===== src/rtl/uart_rx_ctrl.sv =====
// UART receive front-end: oversampled majority-vote bit recovery and START/DATA/PARITY/STOP
// sequencing, handing stop-bit checking to an external registered checker.
module uart_rx_ctrl #(
    parameter int sampling_bits = 6,
    parameter int bit_cnt_w     = 4,
    parameter int frame_data    = 8
) (
    input  logic                     clk,
    input  logic                     rst,
    input  logic                     rx_in,
    input  logic [sampling_bits-1:0] prescale,
    input  logic                     par_en,
    input  logic                     par_typ,
    input  logic                     stp_err,
    output logic                     sampled_bit,
    output logic [bit_cnt_w-1:0]     bit_cnt,
    output logic                     stp_chk_en,
    output logic [frame_data-1:0]    p_data,
    output logic                     data_valid,
    output logic                     par_err,
    output logic                     frame_err,
    output logic                     busy
);

    typedef enum logic [2:0] {
        S_IDLE   = 3'd0,
        S_START  = 3'd1,
        S_DATA   = 3'd2,
        S_PARITY = 3'd3,
        S_STOP   = 3'd4
    } state_t;

    localparam logic [sampling_bits-1:0] E_ZERO = sampling_bits'(0);
    localparam logic [sampling_bits-1:0] E_ONE  = sampling_bits'(1);
    localparam logic [sampling_bits-1:0] E_TWO  = sampling_bits'(2);
    localparam logic [sampling_bits-1:0] E_THR  = sampling_bits'(3);
    localparam logic [sampling_bits-1:0] MIN_P  = sampling_bits'(8);
    localparam logic [bit_cnt_w-1:0]     BC_ZERO = bit_cnt_w'(0);
    localparam logic [bit_cnt_w-1:0]     BC_ONE  = bit_cnt_w'(1);
    localparam logic [bit_cnt_w-1:0]     BC_LAST = bit_cnt_w'(frame_data);
    localparam logic [frame_data-1:0]    D_ZERO  = frame_data'(0);

    function automatic logic majority3(input logic a, input logic b, input logic c);
        return (a & b) | (a & c) | (b & c);
    endfunction

    function automatic logic parity_f(input logic [frame_data-1:0] d);
        return ^d;
    endfunction

    state_t                   state_q;
    logic [sampling_bits-1:0] p_q;
    logic                     par_en_q;
    logic                     par_typ_q;
    logic [sampling_bits-1:0] edge_q;
    logic [bit_cnt_w-1:0]     bit_cnt_q;
    logic [frame_data-1:0]    shift_q;
    logic                     cap0_q;
    logic                     cap1_q;
    logic                     sampled_bit_q;
    logic                     stp_chk_en_q;
    logic [frame_data-1:0]    p_data_q;
    logic                     data_valid_q;
    logic                     par_err_q;
    logic                     frame_err_q;
    logic                     busy_q;

    logic [sampling_bits-1:0] eff_p_s;
    logic [sampling_bits-1:0] mid_s;
    logic                     last_s;
    logic                     frame_err_now_s;

    assign eff_p_s = (prescale < MIN_P) ? MIN_P : prescale;
    assign mid_s   = p_q >> 1;
    assign last_s  = (edge_q == (p_q - E_ONE));
    // With P=8 the stop-error latch point coincides with the decision point, so look through.
    assign frame_err_now_s = (edge_q == (mid_s + E_THR)) ? stp_err : frame_err_q;

    // Frame sequencer, oversampling counters and all registered outputs.
    always_ff @(posedge clk) begin
        if (rst) begin
            state_q       <= S_IDLE;
            p_q           <= E_ZERO;
            par_en_q      <= 1'b0;
            par_typ_q     <= 1'b0;
            edge_q        <= E_ZERO;
            bit_cnt_q     <= BC_ZERO;
            shift_q       <= D_ZERO;
            cap0_q        <= 1'b1;
            cap1_q        <= 1'b1;
            sampled_bit_q <= 1'b1;
            stp_chk_en_q  <= 1'b0;
            p_data_q      <= D_ZERO;
            data_valid_q  <= 1'b0;
            par_err_q     <= 1'b0;
            frame_err_q   <= 1'b0;
            busy_q        <= 1'b0;
        end else begin
            stp_chk_en_q <= 1'b0;
            data_valid_q <= 1'b0;

            if (state_q != S_IDLE) begin
                edge_q <= last_s ? E_ZERO : (edge_q + E_ONE);
                if (edge_q == (mid_s - E_ONE)) cap0_q <= rx_in;
                if (edge_q == mid_s)           cap1_q <= rx_in;
                if (edge_q == (mid_s + E_ONE)) sampled_bit_q <= majority3(cap0_q, cap1_q, rx_in);
            end

            case (state_q)
                S_IDLE: begin
                    if (!rx_in) begin
                        state_q     <= S_START;
                        edge_q      <= E_ONE;
                        bit_cnt_q   <= BC_ZERO;
                        p_q         <= eff_p_s;
                        par_en_q    <= par_en;
                        par_typ_q   <= par_typ;
                        par_err_q   <= 1'b0;
                        frame_err_q <= 1'b0;
                        busy_q      <= 1'b1;
                    end
                end
                S_START: begin
                    if (last_s) begin
                        if (sampled_bit_q) begin
                            state_q <= S_IDLE;
                            busy_q  <= 1'b0;
                        end else begin
                            state_q   <= S_DATA;
                            bit_cnt_q <= BC_ONE;
                        end
                    end
                end
                S_DATA: begin
                    if (last_s) begin
                        shift_q   <= {sampled_bit_q, shift_q[frame_data-1:1]};
                        bit_cnt_q <= bit_cnt_q + BC_ONE;
                        if (bit_cnt_q == BC_LAST) begin
                            state_q <= par_en_q ? S_PARITY : S_STOP;
                        end
                    end
                end
                S_PARITY: begin
                    if (last_s) begin
                        par_err_q <= (parity_f(shift_q) ^ par_typ_q) != sampled_bit_q;
                        bit_cnt_q <= bit_cnt_q + BC_ONE;
                        state_q   <= S_STOP;
                    end
                end
                S_STOP: begin
                    if (edge_q == (mid_s + E_ONE)) stp_chk_en_q <= 1'b1;
                    if (edge_q == (mid_s + E_THR)) frame_err_q  <= stp_err;
                    if (last_s) begin
                        state_q   <= S_IDLE;
                        busy_q    <= 1'b0;
                        bit_cnt_q <= BC_ZERO;
                        if (!frame_err_now_s && !par_err_q) begin
                            p_data_q     <= shift_q;
                            data_valid_q <= 1'b1;
                        end
                    end
                end
                default: begin
                    state_q <= S_IDLE;
                    busy_q  <= 1'b0;
                    edge_q  <= E_TWO - E_TWO;
                end
            endcase
        end
    end

    assign sampled_bit = sampled_bit_q;
    assign bit_cnt     = bit_cnt_q;
    assign stp_chk_en  = stp_chk_en_q;
    assign p_data      = p_data_q;
    assign data_valid  = data_valid_q;
    assign par_err     = par_err_q;
    assign frame_err   = frame_err_q;
    assign busy        = busy_q;

endmodule


===== config.mk =====
export PLATFORM = sky130hd
export DESIGN_NAME = uart_rx_ctrl
export DESIGN_NICKNAME = d
export VERILOG_FILES = /design/src/rtl/uart_rx_ctrl.sv
export SDC_FILE = /design/constraint.sdc
export NUM_CORES = 1
export LEC_CHECK = 0
export BUFFER_PORTS_ARGS = -buffer_cell sky130_fd_sc_hd__buf_4
export CAP_MARGIN = 30
export CELL_PAD_IN_SITES_DETAIL_PLACEMENT = 1
export CELL_PAD_IN_SITES_GLOBAL_PLACEMENT = 2
export CORE_ASPECT_RATIO = 0.7
export CORE_MARGIN = 1.5
export CORE_UTILIZATION = 31
export DETAILED_ROUTE_END_ITERATION = 12
export GPL_ROUTABILITY_DRIVEN = 0
export PLACE_DENSITY_LB_ADDON = 0.1
export SLEW_MARGIN = 20
export SYNTH_ARGS = -nofsm -noshare
export SYNTH_HDL_FRONTEND = slang
export SYNTH_SLANG_ARGS = --single-unit

===== constraint.sdc =====
create_clock -name clk -period 2.6 [get_ports clk]
set_clock_uncertainty 0.1 [all_clocks]
set_input_delay 0.13 -clock clk [delete_from_list [all_inputs] [get_ports clk]]
set_output_delay 0.13 -clock clk [all_outputs]
set_load 0.02 [all_outputs]

Yosys cells after proc, flatten, opt, wreduce, memory -nomap -nowiden
Cells that the tools add are included.
{"block": "word_totals", "register_bits": 45, "inputBits": 12, "out_inout_bits": 18, "word_cells": 109}
{"block": "classes", "addsub": 6, "n_lt_le_gt_ge": 1, "eq_ne": 20, "mux": 32, "bitwise": 10, "reduce_logical": 24}
{"cell": "$eq 6x6->1", "n": 4}
{"cell": "$mux 6", "n": 4}
{"cell": "$mux 3", "n": 7}
{"cell": "$mux 4", "n": 5}
{"cell": "$ne 2x2->1 const B", "n": 8}
{"cell": "$pmux 4 s4", "n": 1}
{"cell": "$pmux 3 s5", "n": 1}
{"cell": "$pmux 6 s2", "n": 1}
{"cell": "$reduce_and 2->1", "n": 6}
{"cell": "$reduce_and 6->1", "n": 2}
{"cell": "$mux 1", "n": 9}
{"cell": "$reduce_xor 8->1", "n": 1}
{"cell": "$add 5x1->6 const B", "n": 1}
{"cell": "$add 5x2->6 const B", "n": 1}
{"cell": "$add 6x1->6 const B", "n": 1}
{"cell": "$eq 3x2->1 const B", "n": 2}
{"cell": "$eq 6x5->1", "n": 1}
{"cell": "$lt 6x4->1 const B", "n": 1}
{"cell": "$reduce_and 3->1", "n": 2}
{"cell": "$sub 5x1->6 const B", "n": 1}
{"cell": "$sub 6x1->6 const B", "n": 1}
{"cell": "$reduce_and 5->1", "n": 1}
{"cell": "$add 4x1->4 const B", "n": 1}
{"cell": "$eq 4x4->1 const B", "n": 1}
{"cell": "20 further kinds", "n": 30}

Longest topological paths before layout
{"block": "logic_depth", "word_depth": 6, "mapped_depth": 10, "ltp_nobuf": 8}

Least setup slack after synthesis
Ideal clock, no wire load.
{"block": "synth_timing", "path_kind": "reg2reg", "from": "register p_q[2]", "to": "register p_data_q[0] (netlist: p_data[0])", "setup_time_ns": 0.072, "t_arrival_ns": 2.544, "required_time_ns": 2.428, "setup_slack_ns": -0.115, "path_stages_with_launch": 9, "path_buffers": 1, "period_less_slack_ns": 2.715, "cell_sequence": "dfxtp_1 clkbuf_1 inv_1 ha_1 or3_1 a2111o_1 o21a_1 nor3_4 mux2i_1"}
{"block": "synth_via", "elab_chain_cells": 6, "word_cells_on_any_way": 8, "classes_between": "2 x add/sub; 2 x eq/ne; 1 x mux; 3 x reduce/logical"}
{"element": "start, declared", "line_no": "52", "source": "logic [sampling_bits-1:0] p_q;"}
{"element": "start signal, assigned", "line_no": "115", "source": "p_q <= eff_p_s;"}
{"element": "$add 5x2->6", "line_no": "77", "source": "assign frame_err_now_s = (edge_q == (mid_s + E_THR)) ? stp_err : frame_err_q;"}
{"element": "$eq 6x6->1", "line_no": "77"}
{"element": "$mux 1"}
{"element": "$logic_not 1->1", "line_no": "157", "source": "if (!frame_err_now_s && !par_err_q) begin"}
{"element": "$logic_and 1x1->1", "line_no": "157"}
{"element": "$reduce_and 3->1 (no line) *"}
{"element": "end signal, assigned", "line_no": "158", "source": "p_data_q <= shift_q;"}
{"element": "end, declared", "line_no": "62", "source": "logic [frame_data-1:0] p_data_q;"}
Every way passes the cells marked *; elsewhere a longest branch is shown, timed or not.
A chain may end at the register's enable or synchronous reset.

Worst setup path after layout
{"block": "layout_timing", "from": "register p_q[1]", "to": "register p_data_q[0] (netlist: p_data[0])"}
The elaborated chain is that of the path after synthesis.

==> flow_metrics.env <==
export IMPL_yosys_area_top_type="dfxtp_1"
export IMPL_synth_top_family_by_area="simple AND/OR/NAND/NOR gates"
export IMPL_area_delta_synth_final_pct=25.7
export IMPL_ys_seq_elements=45
export IMPL_synth_compound_area_share=0.141
export IMPL_hold_violations=0
export IMPL_syn_area_um2=2650
export IMPL_portBuffers=29
export IMPL_fp_dieH_um=80.4
export IMPL_start_util=0.328
export IMPL_max_freq_mhz=402
export IMPL_crit_cells=8
export IMPL_pre_cts_slack_ns=0.0304
export IMPL_cpPeakStageDelay_ns=0.47
export IMPL_syn_area_per_cell_um2=8.10
export IMPL_grt_pass1_vias=2414
export IMPL_wl_met2_um=3160
export IMPL_setup_viol=0
export IMPL_crit_arrival_ns=2.60
export IMPL_drt_iter0_drc=149
export IMPL_power_uw=2190
export IMPL_cp_end_kind="flop"
export IMPL_drv_slew=0
export IMPL_grt_max_degree=34
export IMPL_final_layout_size_suffix_gt1_frac=0.206
export IMPL_grt_pass1_wl_um=13000
export IMPL_tritoncts="built"
export IMPL_nets=387
export IMPL_via_per_inst=5.23
export IMPL_wl_met1_um=4330
export IMPL_ys_top_cells_by_area="dfxtp_1, nand2_1, mux2i_1"
export IMPL_dp_hpwl_um=6030
export IMPL_ys_types=49
export IMPL_synth_cells=327
export IMPL_dpl_cell_area_um2=3100
export IMPL_peakVddDrop_uv=328
export IMPL_route_met3_wl_um=281
export IMPL_reg2reg_slack_ns=0.12
export IMPL_cts_setup_buffers=0
export IMPL_fin_ws_ns=0.115
export IMPL_yosysSeqAreaShare=0.340
export IMPL_fillers=968
export IMPL_highest_layer="met4"
export IMPL_min_period_ns=2.48
export IMPL_crit_family="compound AO/OA/AOI/OAI gates"
export IMPL_yosysMostFrequentCell="nand2_1"
export IMPL_p_leak_uw=0.00126
export IMPL_synth_common_cells="nand2_1, dfxtp_1, nor2_1, a21oi_1, xnor2_1"
export IMPL_synthMuxAreaShare=0.0642
export IMPL_async_flop_share=0
export IMPL_hold_depth=3
export IMPL_cp_buffers_inverters=2
export IMPL_status="completed"
export IMPL_first_pass_iters=4
export IMPL_synthFlopType="dfxtp_1"
export IMPL_h_tree_depth=2
export IMPL_powerDensity_nw_per_um2=657
export IMPL_final_core_util=0.413
export IMPL_cp_cell_sequence="inv_2, ha_1, or3_1, a2111o_1, o21a_1, nor3_4, buf_12, mux2i_1"
export IMPL_holdWs_ns=0.0116
export IMPL_antenna_found_initial=0
export IMPL_cap_violations=0
export IMPL_rows=27
export IMPL_synthSimpleGateAreaFrac=0.249
export IMPL_totalWireLength_um=7820
export IMPL_synth_fa_ha_area_frac=0.0368
export IMPL_synth_nets=346
export IMPL_fin_crit_sh=0.956
export IMPL_cts_sinks=45
export IMPL_clockBufferDepth=2
export IMPL_r2r_cells=8
export IMPL_required_ns=2.71
export IMPL_track_usage=0.185
export IMPL_wl_per_cell_um=16.6
export IMPL_cts_root_buf="clkbuf_16"
export IMPL_grt_setup_unrepaired="yes"
export IMPL_hold_path_class="in2reg"
export IMPL_die_area_um2=9120
export IMPL_clk_latency_ns=0.29
export IMPL_cts_clk_slew_worst_paths_ns=0.06
export IMPL_dr_total_vias=2456
export IMPL_drc=0
export IMPL_antennaDiodeCount=0
export IMPL_tightest_slew_ns=0.610
export IMPL_core_um2=8070
export IMPL_antenna_left=0
export IMPL_synth_xor_area_frac=0.114
export IMPL_synth_top_cell_area_share=0.340
export IMPL_dieWidth_um=114
export IMPL_start_kind="flop"
export IMPL_io_pins=30
export IMPL_grt_ovfl_total=0
export IMPL_yosys_warnings=0
export IMPL_slew_headroom=0.592
export IMPL_cts_made_buffers=5
export IMPL_design_area_um2=3330
export IMPL_synth_edf_count=0
export IMPL_worst_path_max_fanout=8
export IMPL_cpMaxStageDelayCell="a2111o_1"
export IMPL_path_class="reg2reg"
==> metrics by stage <==
stage | setup TNS, ns | instances
detailed placement | 0 | 459
CTS | 0 | 470
global route | -0.0314 | 470
floorplan | 0 | 327
finish | 0 | 470
global placement | 0 | 459
==> routing by layer <==
layer  GRT usage  vias to the layer above
li1            -                     1234
met1       0.284                     1170
met2       0.265                       46
met3      0.0340                        6
met4      0.0375                        0
met5           0                        -
==> cell type report <==
cell class / instances / area [µm²] / area share
clock buffer: 6 / 139 / 0.0417
clock inverter: 2 / 13.8 / 0.00413
inverter: 14 / 52.6 / 0.0158
multi-input combinational: 246 / 1650 / 0.495
sequential: 45 / 902 / 0.271
tap: 101 / 126 / 0.0379
timing repair buffer: 56 / 448 / 0.134
==> path summary, 6_finish.rpt <==
path | start | to
worst max-delay path | p_q[1] | p_data[0]
worst min-delay path | prescale[4] | p_q[4]
worst max register to register | p_q[1] | p_data[0]
worst min register to register | p_data[1] | p_data[1]
==> worst min-delay path, cell delays in order <==
cell and delay [ns]:
buf_4 0.12, nand2_1 0.05, a21oi_1 0.05
==> state kept, by name, summed over array words and instances, names as in the netlist, 3 cells and up <==
name,count
bit_cnt,4
edge_q,6
p_data,8
p_q,6
shift_q,8
state_q,3
==> layout by cell type (no fill, tap or decap), types with 3 or more instances in the layout <==
cell           count
a21oi_1           22
a31oi_1            4
and3_1             3
buf_4             50
clkbuf_16          5
dfxtp_1           44
dlygate4sd3_1      3
ha_1               6
inv_1             12
mux2i_1           17
nand2_1           45
nand2b_1           3
nand3_1            9
nand3b_1           4
nand4_1            7
nor2_1            23
nor3_1            13
nor4_1             4
o211ai_1           3
o21ai_0           11
or3_1              5
xnor2_1           19
xor2_1            11
==> timing repair <==
item | CTS | global route
endpoints found under the setup margin | 0 | 22
endpoints found under the hold margin | 3 | 0
resized for setup | 0 | 13
hold buffers | 3 | 0
==> power by group <==
group          leakage (µW)  internal, µW  switching (µW)
clock network     0.0000768           383             281
registers          0.000365           736            48.3
logic              0.000822           308             433
total               0.00126          1430             763
==> cells by family after synthesis <==
kind of cell    after synthesis
fa+ha+maj                     8
flops                        45
compound gates               59
mux                          17
buf+inv                      36
xor+xnor                     32
simple gates                130
No activity file was read; power rests on OpenSTA's default activity.
